## src/rtl/unified_mem_arb_pkg.sv

```systemverilog
// -----------------------------------------------------------------------------
// unified_mem_arb_pkg
// Shared types and constants for the unified instruction/data memory arbiter.
//   arb_state_t : arbiter FSM states (IDLE, ISSUE, WAIT, RESP)
//   arb_owner_t : owner of the current transaction (OWN_I=0, OWN_D=1)
//   LAT_CNT_W   : width of the memory latency counter
//   STREAK_W    : width of the consecutive-data-grant streak counter
// -----------------------------------------------------------------------------
package unified_mem_arb_pkg;

    typedef enum logic [1:0] {
        IDLE  = 2'd0,
        ISSUE = 2'd1,
        WAIT  = 2'd2,
        RESP  = 2'd3
    } arb_state_t;

    typedef enum logic {
        OWN_I = 1'b0,
        OWN_D = 1'b1
    } arb_owner_t;

    localparam int LAT_CNT_W = 4;
    localparam int STREAK_W  = 4;

endpackage

```

## src/rtl/unified_mem_arbiter_pick.sv

```systemverilog
// -----------------------------------------------------------------------------
// mem_arb_pick
// Combinational grant selection for the unified memory arbiter.
// Ports:
//   i_ireq    : instruction fetch pending
//   i_dreq    : data access pending
//   i_starved : fetch has waited through the tolerated number of data grants
//   o_any     : some requester is pending
//   o_owner   : winner (data unless only fetch pends, or fetch is starved)
// -----------------------------------------------------------------------------
module mem_arb_pick
    import unified_mem_arb_pkg::*;
(
    input  logic       i_ireq,
    input  logic       i_dreq,
    input  logic       i_starved,
    output logic       o_any,
    output arb_owner_t o_owner
);

    assign o_any   = i_ireq | i_dreq;
    assign o_owner = (i_dreq && !(i_ireq && i_starved)) ? OWN_D : OWN_I;

endmodule

```

## src/rtl/unified_mem_arbiter.sv

```systemverilog
// -----------------------------------------------------------------------------
// unified_mem_arbiter
// Serialises instruction-fetch and data accesses onto one single-port memory
// with a fixed read latency. Each access runs IDLE -> ISSUE -> WAIT x MEM_LAT
// -> RESP and returns a one-cycle ack plus read data to its requester.
// Data has priority; with UNIFIED_MEM_ARB_FAIRNESS_EN defined, a streak
// counter forces a fetch grant after STARVE_MAX consecutive data grants made
// while a fetch was waiting.
// Ports:
//   clk, reset             : clock, synchronous active-low reset
//   i_req, i_addr          : fetch request / address
//   i_ack, i_rdata         : fetch complete pulse / fetched word
//   d_cs, d_r, d_w         : data chip-select, read, write (write wins)
//   d_addr, d_wdata        : data address / store data
//   d_ack, d_rdata         : data complete pulse / load data (0 on writes)
//   mem_en, mem_we         : memory strobe (one cycle) / write enable
//   mem_addr, mem_wdata    : memory address / write data (held ISSUE..RESP)
//   mem_rdata              : memory read data, valid MEM_LAT cycles after mem_en
//   busy                   : high whenever the FSM is not IDLE
// -----------------------------------------------------------------------------
module unified_mem_arbiter
    import unified_mem_arb_pkg::*;
#(
    parameter int ADDR_W     = 32,
    parameter int DATA_W     = 32,
    parameter int MEM_LAT    = 1,
    parameter int STARVE_MAX = 4
) (
    input  logic              clk,
    input  logic              reset,
    input  logic              i_req,
    input  logic [ADDR_W-1:0] i_addr,
    output logic              i_ack,
    output logic [DATA_W-1:0] i_rdata,
    input  logic              d_cs,
    input  logic              d_r,
    input  logic              d_w,
    input  logic [ADDR_W-1:0] d_addr,
    input  logic [DATA_W-1:0] d_wdata,
    output logic              d_ack,
    output logic [DATA_W-1:0] d_rdata,
    output logic              mem_en,
    output logic              mem_we,
    output logic [ADDR_W-1:0] mem_addr,
    output logic [DATA_W-1:0] mem_wdata,
    input  logic [DATA_W-1:0] mem_rdata,
    output logic              busy
);

    localparam logic [LAT_CNT_W-1:0] LAT_INIT   = LAT_CNT_W'(MEM_LAT);
    localparam logic [STREAK_W-1:0]  STARVE_LIM = STREAK_W'(STARVE_MAX);

    arb_state_t          r_state;
    arb_owner_t          r_owner;
    logic [LAT_CNT_W-1:0] r_cnt;
    logic                r_i_ack, r_d_ack, r_mem_en, r_mem_we, r_busy;
    logic [DATA_W-1:0]   r_i_rdata, r_d_rdata, r_mem_wdata;
    logic [ADDR_W-1:0]   r_mem_addr;

    logic                w_d_req, w_any, w_starved;
    logic [STREAK_W-1:0] w_streak;
    arb_owner_t          w_owner;

    assign w_d_req = d_cs & (d_r | d_w);

`ifdef UNIFIED_MEM_ARB_FAIRNESS_EN
    logic [STREAK_W-1:0] r_streak;

    // Counts data grants that overtook a waiting fetch; any fetch grant, or a
    // data grant with no fetch waiting, ends the streak.
    always_ff @(posedge clk) begin
        if (!reset) begin
            r_streak <= '0;
        end else if (r_state == IDLE && w_any) begin
            if (w_owner == OWN_D && i_req) r_streak <= r_streak + 1'b1;
            else                           r_streak <= '0;
        end
    end
    assign w_streak = r_streak;
`else
    // Strict data priority: the streak is pinned at zero, which never matches
    // a legal STARVE_MAX, so the guard folds away.
    assign w_streak = '0;
`endif

    assign w_starved = (w_streak == STARVE_LIM);

    mem_arb_pick u_pick (
        .i_ireq    (i_req),
        .i_dreq    (w_d_req),
        .i_starved (w_starved),
        .o_any     (w_any),
        .o_owner   (w_owner)
    );

    always_ff @(posedge clk) begin
        if (!reset) begin
            r_state     <= IDLE;
            r_owner     <= OWN_I;
            r_cnt       <= '0;
            r_i_ack     <= 1'b0;
            r_d_ack     <= 1'b0;
            r_i_rdata   <= '0;
            r_d_rdata   <= '0;
            r_mem_en    <= 1'b0;
            r_mem_we    <= 1'b0;
            r_mem_addr  <= '0;
            r_mem_wdata <= '0;
            r_busy      <= 1'b0;
        end else begin
            r_mem_en <= 1'b0;
            r_i_ack  <= 1'b0;
            r_d_ack  <= 1'b0;
            case (r_state)
                IDLE: begin
                    if (w_any) begin
                        r_state  <= ISSUE;
                        r_owner  <= w_owner;
                        r_mem_en <= 1'b1;
                        r_busy   <= 1'b1;
                        if (w_owner == OWN_D) begin
                            r_mem_addr  <= d_addr;
                            r_mem_we    <= d_w;
                            r_mem_wdata <= d_wdata;
                        end else begin
                            r_mem_addr  <= i_addr;
                            r_mem_we    <= 1'b0;
                            r_mem_wdata <= '0;
                        end
                    end
                end
                ISSUE: begin
                    r_cnt   <= LAT_INIT;
                    r_state <= WAIT;
                end
                WAIT: begin
                    r_cnt <= r_cnt - 1'b1;
                    // Counter hits zero on this edge: mem_rdata is valid now.
                    if (r_cnt == LAT_CNT_W'(1)) begin
                        r_state <= RESP;
                        if (r_owner == OWN_D) begin
                            r_d_ack   <= 1'b1;
                            r_d_rdata <= r_mem_we ? '0 : mem_rdata;
                        end else begin
                            r_i_ack   <= 1'b1;
                            r_i_rdata <= mem_rdata;
                        end
                    end
                end
                RESP: begin
                    r_state     <= IDLE;
                    r_busy      <= 1'b0;
                    r_mem_addr  <= '0;
                    r_mem_we    <= 1'b0;
                    r_mem_wdata <= '0;
                    r_i_rdata   <= '0;
                    r_d_rdata   <= '0;
                end
                default: r_state <= IDLE;
            endcase
        end
    end

    assign i_ack     = r_i_ack;
    assign i_rdata   = r_i_rdata;
    assign d_ack     = r_d_ack;
    assign d_rdata   = r_d_rdata;
    assign mem_en    = r_mem_en;
    assign mem_we    = r_mem_we;
    assign mem_addr  = r_mem_addr;
    assign mem_wdata = r_mem_wdata;
    assign busy      = r_busy;

endmodule

```

## config.mk

```make
export PLATFORM = sky130hd
export DESIGN_NAME = unified_mem_arbiter
export DESIGN_NICKNAME = d
export VERILOG_FILES = /design/src/rtl/unified_mem_arb_pkg.sv /design/src/rtl/unified_mem_arbiter_pick.sv /design/src/rtl/unified_mem_arbiter.sv
export SDC_FILE = /design/constraint.sdc
export NUM_CORES = 1
export LEC_CHECK = 0
export ABC_AREA = 1
export CAP_MARGIN = 20
export CORE_ASPECT_RATIO = 0.5
export CORE_MARGIN = 2
export CORE_UTILIZATION = 25
export DETAILED_ROUTE_END_ITERATION = 12
export GPL_TIMING_DRIVEN = 1
export SKIP_LAST_GASP = 1
export SYNTH_ARGS = -nofsm -noshare
export SYNTH_HDL_FRONTEND = slang
export SYNTH_SLANG_ARGS = --single-unit
```

## constraint.sdc

```tcl
create_clock -name clk -period 3.9 [get_ports clk]
set_clock_uncertainty 0.2 [all_clocks]
set_input_delay 0.585 -clock clk [delete_from_list [all_inputs] [get_ports clk]]
set_output_delay 0.585 -clock clk [all_outputs]
set_load 0.05 [all_outputs]
```

* After elaboration in Yosys (flattened, before gate mapping) *
Cells that the tools add are included.

operators by class
  $add $sub $neg = 1
  shifts and indexed selects = 0
  multipliers = 0
  magnitude comparators = 0
  equal/unequal tests = 8
  divide/modulo/power cells = 0
  reduce and logical (&&, ||, !) cells = 11
  muxes and demuxes = 26
  bitwise logic cells = 3

operators with widths
  operator             number
  $mux 32              9
  $pmux 32 s2          4
  $reduce_and 3->1     3
  $pmux 2 s4           1
  $pmux 4 s2           1
  $reduce_and 2->1     4
  $mux 1               7
  $ne 2x2->1 const B   3
  $reduce_bool 2->1    3
  $eq 2x2->1 const B   2
  $eq 4x1->1 const B   1
  $mux 2               2
  $pmux 1 s2           2
  $sub 4x1->4 const B  1
  $eq 2x1->1 const B   1
  $logic_not 2->1      1
  $ne 2x1->1 const B   1
  $or 1x1->1           2
  $and 1x1->1          1

word-level totals
  flip-flop bits (word level) = 140
  RAM bits = 0
  output and inout bits = 133
  bits in latches = 0
  bits of input ports = 134
  logic and storage cells = 61
  memories = 0
  memory bits (read-only) = 0

* Logic depth before layout (Yosys ltp) *
Gate-level depths: netlist (run 1).

  word-level depth = 6
  depth in mapped cells = 10
  depth with buffers taken out = 8

* By module *
Synthesis (run 1) repeated with hierarchy kept, for this count alone.

second synthesis, totals
  cell total of the unflattened synthesis = 928
  area total of the unflattened synthesis = 6183.4 sq um

by module, submodules not included
  module               seq. area each (sq um)  cells each  area an instance (sq um)  instances
  unified_mem_arbiter  2802.7                  925         6168.4                    1
  mem_arb_pick         0.0                     3           15.0                      1

* Worst setup path before layout (run 1) *
No wires, ideal clock.

  path type = input -> register
  start = in d_cs
  end = reg r_mem_addr[22] (netlist: mem_addr[22])
  required time = 3.630 ns
  buffers on the path = 2
  setup time = 0.070 ns
  stages = 6
  path slack = 2.096 ns
  arrival time = 1.534 ns
  cell sequence = buf_2 > o21ai_4 > a21oi_2 > clkbuf_1 > nand3_1 > a21oi_1

on the way
  word-level cells in the longest chain between the ends = 5
  elaborated cells between the ends (all ways) = 8
  those cells by class = eq/ne (1); mux (4); bitwise (2); reduce/logical (1)

ends and longest elaborated chain
  item                    RTL line                        source
  start: declaration      unified_mem_arbiter.sv:35       input logic d_cs,
  $and 1x1->1 *           unified_mem_arbiter.sv:64       assign w_d_req = d_cs & (d_r | d_w);
  $mux 1                  unified_mem_arbiter_pick.sv:22  assign o_owner = (i_dreq && !(i_ireq && i_starved)) ? OWN_D : OWN_I;
  $mux 32                 unified_mem_arbiter.sv:121      if (w_owner == OWN_D) begin
  $mux 32                 unified_mem_arbiter.sv:116      if (w_any) begin
  $pmux 32 s2             unified_mem_arbiter.sv:114      case (r_state)
  end signal: assignment  unified_mem_arbiter.sv:122      r_mem_addr <= d_addr;
  end signal: assignment  unified_mem_arbiter.sv:126      r_mem_addr <= i_addr;
  end: declaration        unified_mem_arbiter.sv:58       logic [ADDR_W-1:0] r_mem_addr;

Every way passes the cells marked *; elsewhere a longest branch is shown, timed or not. The select of a mux whose other input is x is not followed.
A chain may end at the register's enable or synchronous reset.

* Final worst setup path (run 1) *
  start = reg r_state[0]
  end = reg r_d_rdata[9] (netlist: d_rdata[9])

on the way
  word-level cells in the longest chain between the ends = 3
  elaborated cells between the ends (all ways) = 7
  those cells by class = eq/ne (4); mux (1); reduce/logical (2)

ends and longest elaborated chain
  item                                                       RTL line                    source
  start: declaration                                         unified_mem_arbiter.sv:53   arb_state_t r_state;
  start signal: assignment                                   unified_mem_arbiter.sv:98   r_state <= IDLE;
  start signal: assignment                                   unified_mem_arbiter.sv:117  r_state <= ISSUE;
  start signal: assignment                                   unified_mem_arbiter.sv:134  r_state <= WAIT;
  $eq 2x2->1                                                 unified_mem_arbiter.sv:114
  $ne 2x2->1 (no line) or $reduce_bool 2->1 (tied branches)  -
  $reduce_and 3->1 (no line)                                 -
  end signal: assignment                                     unified_mem_arbiter.sv:143  r_d_rdata <= r_mem_we ? '0 : mem_rdata;
  end: declaration                                           unified_mem_arbiter.sv:57   logic [DATA_W-1:0] r_i_rdata, r_d_rdata, r_mem_wdata;

Several ways; a longest one is shown, not always the timed one.

==> results of run 1 <==
[stage by stage]
step / worst slack, ns / utilization / std cells
2_1_floorplan: 2.096 / - / 829
3_3_place_gp: 1.106 / 0.3812 / 1344
3_5_place_dp: 0.9589 / 0.3812 / 1344
4_1_cts: 0.9081 / 0.4082 / 1376
5_1_grt: 1.045 / 0.4106 / 1378
6_report: 1.327 / 0.4106 / 1378
[cell type report]
class / instances / area (um2)
fillers: 2350 / 13570
repair buffers: 282 / 2848
flip-flops and latches: 140 / 2803
multi-input cells: 600 / 2733
clock buffers: 18 / 439.2
well taps: 307 / 384.1
clock inverters: 14 / 183.9
inverters: 17 / 67.56
[registers in the layout, indices dropped and copies added, names as in the netlist]
| signal | cells |
|---|---|
| d_rdata | 32 |
| i_rdata | 32 |
| mem_addr | 32 |
| mem_wdata | 32 |
| r_cnt | 4 |
| r_state | 2 |
| busy | 1 |
| d_ack | 1 |
| i_ack | 1 |
| mem_en | 1 |
| mem_we | 1 |
| r_owner | 1 |
[cells in the mapped netlist (all sizes together)]
| library cell | number | area (um2) |
|---|---|---|
| nand3 | 100 | 505.5 |
| a21oi | 145 | 733.2 |
| ha | 6 | 75.07 |
| clkbuf | 42 | 157.7 |
| o21ai | 24 | 131.4 |
| buf | 30 | 162.7 |
| dfxtp | 140 | 2803 |
| nand3b | 1 | 7.510 |
| inv | 16 | 60.06 |
| clkinv | 1 | 3.750 |
| nand4 | 5 | 31.28 |
| nor2 | 84 | 315.3 |
| nor3 | 31 | 155.2 |
| a31oi | 1 | 6.260 |
| xor2 | 1 | 8.760 |
| nand2 | 202 | 758.2 |
[final timing paths]
kind                 from            to  cells after the start
min reg2reg  mem_wdata[9]  mem_wdata[9]                      2
max reg2reg    r_state[0]    d_rdata[9]                      9
min          mem_wdata[9]  mem_wdata[9]                      2
max            r_state[0]    d_rdata[9]                      9
[worst reg2reg max path: cells and delay by family, from the launching register on]
family                   cells  cell delay, ns
AND/OR/NAND/NOR              3            0.66
adder cells (fa/ha/maj)      1            0.34
flip-flops                   1            0.31
AO/OA/AOI/OAI                1            0.06
buffers and inverters        4            0.86
[routing by layer]
layer  track usage  up-vias  routed length [um]
met5             0        -                   0
met4       0.08108        0                 689
met3       0.03064       45                 764
met2        0.3077      144               11170
met1        0.2157     2958                9525
li1              -     3203                   -
[power breakdown]
part	internal (mW)	total [mW]	switching, mW
clock network	1.04	1.72	0.678
logic	1.19	3.64	2.45
registers	1.81	2.03	0.220
total	4.04	7.39	3.35
[cell families after synthesis]
group	after synthesis
adder cells (fa/ha/maj)	6
AND/OR/NAND/NOR	423
AO/OA/AOI/OAI	170
XOR/XNOR	1
flip-flops	140
buffers and inverters	89
==> metrics, run 1 <==
run status=finished with violations; violated checks=DRC; clk buf depth=2; placed cell areas=approximately 0.0088 mm2; Synth Register Bits=140; worst slew pin tran=0.7350 ns; Resize count post-CTS=0; GP Congestion=0.7717; H-tree Lvls=4; post-synthesis mux area share=0; most frequent cells in the layout=266 x clkdlybuf4s50_1, 201 x nand2_1, 143 x a21oi_1, 140 x dfxtp_1, 99 x nand3_1; worst-path cell chain=inv_1, ha_1, nand2_1, nand2_1, buf_4, inv_1, buf_16, nand2_1, a21oi_1; r2r setup slk=1.33 ns; RSZ-0062 raised after global routing=no; Post-CTS Setup Bufs=0; die height=around 110 um; detailed-route via count=6350; syn_area_per_cell=between 7 and 8 um2; Synth Instances=~830; Final Cell Area=approximately 0.0095 mm2; drt wl/cell=16.07 um; Max FO, Critical Path=33; Worst VDD drop=about 280 uV; Largest stage delay, worst path=0.38 ns; antenna cell count=0; Arr. time, crit path=about 2.7 ns; type of the worst setup path=register to register; Crit. End Element=register; largest family of logic cells by synthesized area=simple AND/OR/NAND/NOR gates; WHS=~0.26 ns; XOR/XNOR share of the synthesized area=0.001481; Net Count, Synth=969; final net count=1198; initial antenna violation count=0; synthesis-to-finish area growth=59.91%; Unique masters post-synth=22; share of cells above drive strength 1=0.05229; Static Leak=around 3.6 nW; Die X=~220 um; final hold vios=0; Post-CTS Hold Fix Bufs=0; CTS tree=built; worst min-delay path class=register to register; Power Density=just under 800 mW/mm2; largest net degree at the start of global routing=around 110; die area=around 0.025 mm2; insertion delay to the later sink of the worst-skew pair=approximately 0.43 ns; CTS root buf=clkbuf_16; CP most frequent cell=nand2_1; DRT iter0 DRCs=about 370; total of max-cap violations=0; Simple-Gate Fraction of Synth Area=0.2998; first-pass iteration count of the detailed router=9; Starting Density=0.2568; Compound-Gate Fraction of Synth Area=0.1472; critical path's top delay family=buffers and inverters; vias in the first global route=approximately 6300; Site Rows=39; area of the mapped netlist=around 0.0059 mm2; cts bufs inserted=17; grt ovf=0; fin. max-slew vios=0; final antenna-violating net count=0; via/cell ratio=around 4.6; fmax=388.6 MHz; Tot Pwr=between 7 and 8 mW; post-synthesis adder-cell area fraction=0.01269; CP Launch Type=register; Max-slew headroom=0.5100; Core Area=0.02303 mm2; clock slew at reported path FFs=0.07 ns; fin crit share=0.6598; Slowest-stage cell, CP=nand2_1; Num Clock Sinks=140; Worst EP required=approximately 4.0 ns; detailed placement HPWL=between 15000 and 20000 um; # setup viols final=0; first-pass GRT wire length=34780 um; TNS Setup=0 ns; sequential share of the synthesized area=0.4739; final WL=~22000 um; commonest non-fill, non-tap cell in the layout=clkdlybuf4s50_1; Buf+Inv Stages, Crit Path=4; DRC=6; buffers added on ports=between 200 and 300; IO Count=approximately 270; yosys warns=0; GRT Overall Usage=0.1765; fin crit period=2.573 ns
Power figures use the tool's default switching activity.
==> inputs of run 2 (changes only) <==
==> constraint.sdc (replaced) <==
create_clock -name clk -period 2.45 [get_ports clk]
set_clock_uncertainty 0.2 [all_clocks]
set_input_delay 0.3675 -clock clk [delete_from_list [all_inputs] [get_ports clk]]
set_output_delay 0.3675 -clock clk [all_outputs]
set_load 0.05 [all_outputs]
==> run 2 against run 1 <==
  * The flow still finishes with violations (DRC)
  * Cell count increased by 0.73%
  * Clock power increased by 63%
  * Total power increased by 61%
  * Combinational power increased by 62%
  * Critical path depth decreased by 8
  * Flip-flop and latch count unchanged
  * Final area increased by 1.2%
  * First-iteration DRC count increased by 23%
  * Sequential power increased by 59%
  * Highest routed layer unchanged
==> metrics, run 2 (same netlist as run 1, synthesis figures left out) <==
Post-CTS Setup Bufs=0; total of max-cap violations=0; Site Rows=39; cts bufs inserted=17; share of cells above drive strength 1=0.06013; vias in the first global route=6272; Power Density=between 1000 and 1500 mW/mm2; grt ovf=0; TNS Setup=0 ns; Resize count post-CTS=0; die area=~0.025 mm2; H-tree Lvls=4; final net count=about 1200; final hold vios=0; initial antenna violation count=0; met3 WL post-DR=707 um; synthesis-to-finish area growth=61.75%; Worst EP required=around 1.9 ns; detailed placement HPWL=16000 um; buffers added on ports=about 270; CTS tree=built; worst slew pin tran=around 0.6 ns; DRT iter0 DRCs=about 450; IO Count=267; Die X=221.5 um; insertion delay to the later sink of the worst-skew pair=~0.42 ns; Max FO, Critical Path=2; Sequential cell area=approximately 0.0028 mm2; fin crit period=2.202 ns; Starting Density=0.2568; first-pass GRT wire length=34890 um; violated checks=DRC; first-pass iteration count of the detailed router=9; RSZ-0062 raised after global routing=no; final-layout fill cell count=2326; multi-input logic area=0.002733 mm2; clk buf depth=2; Max-slew headroom=0.5945; clock slew at reported path FFs=~0.06 ns; Buf+Inv Stages, Crit Path=1; run status=finished with violations; Num Clock Sinks=140; drt wl/cell=~16 um; Static Leak=3.698 nW; final antenna-violating net count=0; commonest non-fill, non-tap cell in the layout=clkdlybuf4s50_1; Post-CTS Hold Fix Bufs=0; fin crit share=0.8987; most frequent cells in the layout=265 x clkdlybuf4s50_1, 201 x nand2_1, 143 x a21oi_1, 140 x dfxtp_1, 99 x nand3_1; Crit. End Element=output pin; largest net degree at the start of global routing=73; Arr. time, crit path=1.63 ns; fin. max-slew vios=0; CP Launch Type=register; WHS=between 0.2 and 0.3 ns; final WL=approximately 22000 um; worst-path cell chain=clkdlybuf4s50_1; Core Area=0.02303 mm2; via/cell ratio=between 4 and 5; type of the worst setup path=register to output pin; DRC=6; detailed-route via count=6455; GP Congestion=just under 0.9; CTS root buf=clkbuf_16; die height=112.8 um; antenna cell count=0; Worst VDD drop=538.2 uV; Slowest-stage cell, CP=clkdlybuf4s50_1; Met1 Wirelength=about 10000 um; DR top layer=met4; GRT Overall Usage=0.1761; # setup viols final=0; worst min-delay path class=register to register; fmax=about 450 MHz; Largest stage delay, worst path=around 0.9 ns; met2 routed WL=around 11000 um; critical path's top delay family=buffers and inverters
==> run 2: final cells by class <==
cell class,count,share of cell area
Clock inverter,10,0.01700
Multi-Input combinational cell,600,0.2856
Sequential cell,140,0.2930
Clock buffer,22,0.04957
Timing Repair Buffer,292,0.3076
Inverter,17,0.007063
Tap cell,307,0.04015
==> run 2: worst register-to-register path: cells and delay by family (launching register included) <==
kind                       cells  cell delay [ns]
and+or+nand+nor                3             0.32
adders and majority gates      1             0.36
buffers and inverters          3             0.48
DFF                            1             0.31
AOI/OAI and AO/OA              2             0.28
==> run 2: stage by stage <==
| step | power [mW] | util | cells | area [um2] | setup slack, ns |
|---|---|---|---|---|---|
| floorplan | 7.095 | - | 829 | 5914 | 0.6927 |
| global placement | 9.115 | 0.3877 | 1356 | 8930 | 0.2626 |
| CTS | 12.06 | 0.4154 | 1388 | 9567 | 0.2264 |
| detailed placement | 9.190 | 0.3877 | 1356 | 8930 | 0.1974 |
| global route | 12.59 | 0.4154 | 1388 | 9567 | 0.2042 |
| finish | 11.93 | 0.4154 | 1388 | 9567 | 0.2482 |
==> run 2: per-layer routing <==
| layer | GRT usage | vias up |
|---|---|---|
| li1 | - | 3223 |
| met4 | 0.06712 | 0 |
| met2 | 0.3152 | 141 |
| met5 | 0 | - |
| met3 | 0.02804 | 39 |
| met1 | 0.2154 | 3052 |
==> run 2: path summary, 6_finish.rpt <==
check                start             to  slack (ns)  depth (start not counted)
max            mem_addr[1]    mem_addr[1]        0.25                          1
min          mem_wdata[13]  mem_wdata[13]        0.26                          2
max reg2reg     r_state[0]     d_rdata[9]        0.44                          9
min reg2reg  mem_wdata[13]  mem_wdata[13]        0.26                          2
==> run 2: report_power, final <==
part | switching (mW) | internal [mW]
combinational | 3.92 | 1.97
clock | 1.03 | 1.79
sequential | 0.342 | 2.89
total | 5.29 | 6.64
==> inputs of run 3 (changes only) <==
--- a/config.mk
+++ b/config.mk
@@ -9,9 +9,10 @@
 export CAP_MARGIN = 20
 export CORE_ASPECT_RATIO = 0.5
 export CORE_MARGIN = 2
-export CORE_UTILIZATION = 25
+export CORE_UTILIZATION = 40
 export DETAILED_ROUTE_END_ITERATION = 12
 export GPL_TIMING_DRIVEN = 1
+export PLACE_DENSITY = 0.77
 export SKIP_LAST_GASP = 1
 export SYNTH_ARGS = -nofsm -noshare
 export SYNTH_HDL_FRONTEND = slang
==> run 3 against run 2 <==
  * Die area shrank 37%
  * Routed wire length shrank 15%
  * Core utilization is 24 points higher
  * Sequential power hardly changed
  * The flow now finishes without violations
  * Highest routed layer unchanged
  * Register-to-register slack got worse by 0.18 ns
==> metrics, run 3 (same netlist as run 1, synthesis figures left out) <==
Power Density=between 1000 and 1500 mW/mm2; Logic pwr share=0.492; Int Pwr=roughly 6.6 mW; worst min-delay path class=register to register; final-layout fill cell count=1200; via/cell ratio=just over 5; detailed-route via count=6452; GRT Overall Usage=0.2342; largest net degree at the start of global routing=68; commonest non-fill, non-tap cell in the layout=clkdlybuf4s50_1; Sequential cell area=0.002803 mm2; share of cells above drive strength 1=0.05839; clock share of power=0.233; type of the worst setup path=register to register; run status=finished clean; CTS tree=built; DRT iter0 DRCs=between 300 and 400; Core Area=between 0.01 and 0.015 mm2; RSZ-0062 raised after global routing=no; fin crit share=0.8943; drt wl/cell=about 15 um; antenna cell count=0; Max FO, Critical Path=21; fin. max-slew vios=0; first-pass GRT wire length=about 30000 um; final hold vios=0; DRC=0; GP Congestion=0.8161; die height=around 90 um; vias in the first global route=a little over 6000; Resize count post-CTS=0; H-tree Lvls=4; buffers added on ports=between 200 and 300; final antenna-violating net count=0; Starting Density=0.4088; fmax=456.4 MHz; Final Core Density=0.6513; Num Clock Sinks=140; total of max-cap violations=0; final net count=about 1200; Sw Ratio=0.4412; Post-CTS Setup Bufs=0; multi-input logic area=about 0.0027 mm2; detailed placement HPWL=about 13000 um; Site Rows=31; clock slew at reported path FFs=roughly 0.06 ns; die area=0.01583 mm2; insertion delay to the later sink of the worst-skew pair=0.40 ns; most frequent cells in the layout=265 x clkdlybuf4s50_1, 201 x nand2_1, 143 x a21oi_1, 140 x dfxtp_1, 99 x nand3_1; r2r setup slk=around 0.26 ns; grt ovf=0; fin crit period=~2.2 ns; worst slew pin tran=~0.59 ns; # setup viols final=0; CTS root buf=clkbuf_16; Crit. End Element=register; Die X=176.0 um; CP Launch Type=register; Sequential Power Share=0.274; Arr. time, crit path=2.33 ns; Worst EP required=about 2.6 ns; Post-CTS Hold Fix Bufs=0; Worst VDD drop=about 750 uV; first-pass iteration count of the detailed router=5; switching power=5.180 mW; clk buf depth=2; cts bufs inserted=17; Static Leak=approximately 3.7 nW; Max-slew headroom=0.6034; synthesis-to-finish area growth=59.32%; final WL=~19000 um; IO Count=267; TNS Setup=0 ns; initial antenna violation count=0
## run 3: metrics by stage
stage | worst slack [ns] | power, mW | instances | cell area [um2] | hold WS, ns
2_1_floorplan | 0.6927 | 7.095 | 829 | 5914 | 0.2363
3_3_place_gp | 0.2998 | 8.928 | 1245 | 8790 | 0.2476
3_5_place_dp | 0.2196 | 9.025 | 1245 | 8790 | 0.2531
4_1_cts | 0.2548 | 11.81 | 1277 | 9423 | 0.2628
5_1_grt | 0.009057 | 12.34 | 1277 | 9423 | 0.2766
6_report | 0.2590 | 11.74 | 1277 | 9423 | 0.2586
## run 3: layer usage
layer,vias up,global-route usage,part of all wire
li1,3231,-,-
met4,0,0.1040,0.036
met5,-,0,0
met2,211,0.4127,0.50
met1,2960,0.2742,0.41
met3,50,0.05118,0.056
## run 3: final cells by class
cell class | count | area share
timing repair buffer | 290 | 0.3120
sequential | 140 | 0.2974
multi-input combinational | 600 | 0.2900
clock buffer | 20 | 0.04740
tap | 198 | 0.02629
clock inverter | 12 | 0.01978
inverter | 17 | 0.007038
## run 3: path summary, 6_finish.rpt
path                               startpoint       endpoint  cells after the start
worst max-delay path               r_state[0]    d_rdata[20]                      9
worst min-delay path            mem_wdata[16]  mem_wdata[16]                      2
worst max register to register     r_state[0]    d_rdata[20]                      9
worst min register to register  mem_wdata[16]  mem_wdata[16]                      2
## run 3: critical path, cell delays in order, from the launching register on
cell and delay (ns):
dfxtp_1 0.32, inv_1 0.12, ha_1 0.35, nor2_1 0.11
a21oi_1 0.13, nand2_1 0.28, inv_1 0.16, buf_4 0.26
nand2_1 0.08, a21oi_1 0.12
## run 3: power by group through the flow
stage          registers (mW)  clock network (mW)  logic [mW]
2_1_floorplan            5.16                   0        1.94
3_3_place_gp             3.23                   0        5.70
3_5_place_dp             3.25                   0        5.77
4_1_cts                  3.22                2.80        5.79
5_1_grt                  3.29                2.90        6.14
6_report                 3.22                2.74        5.78
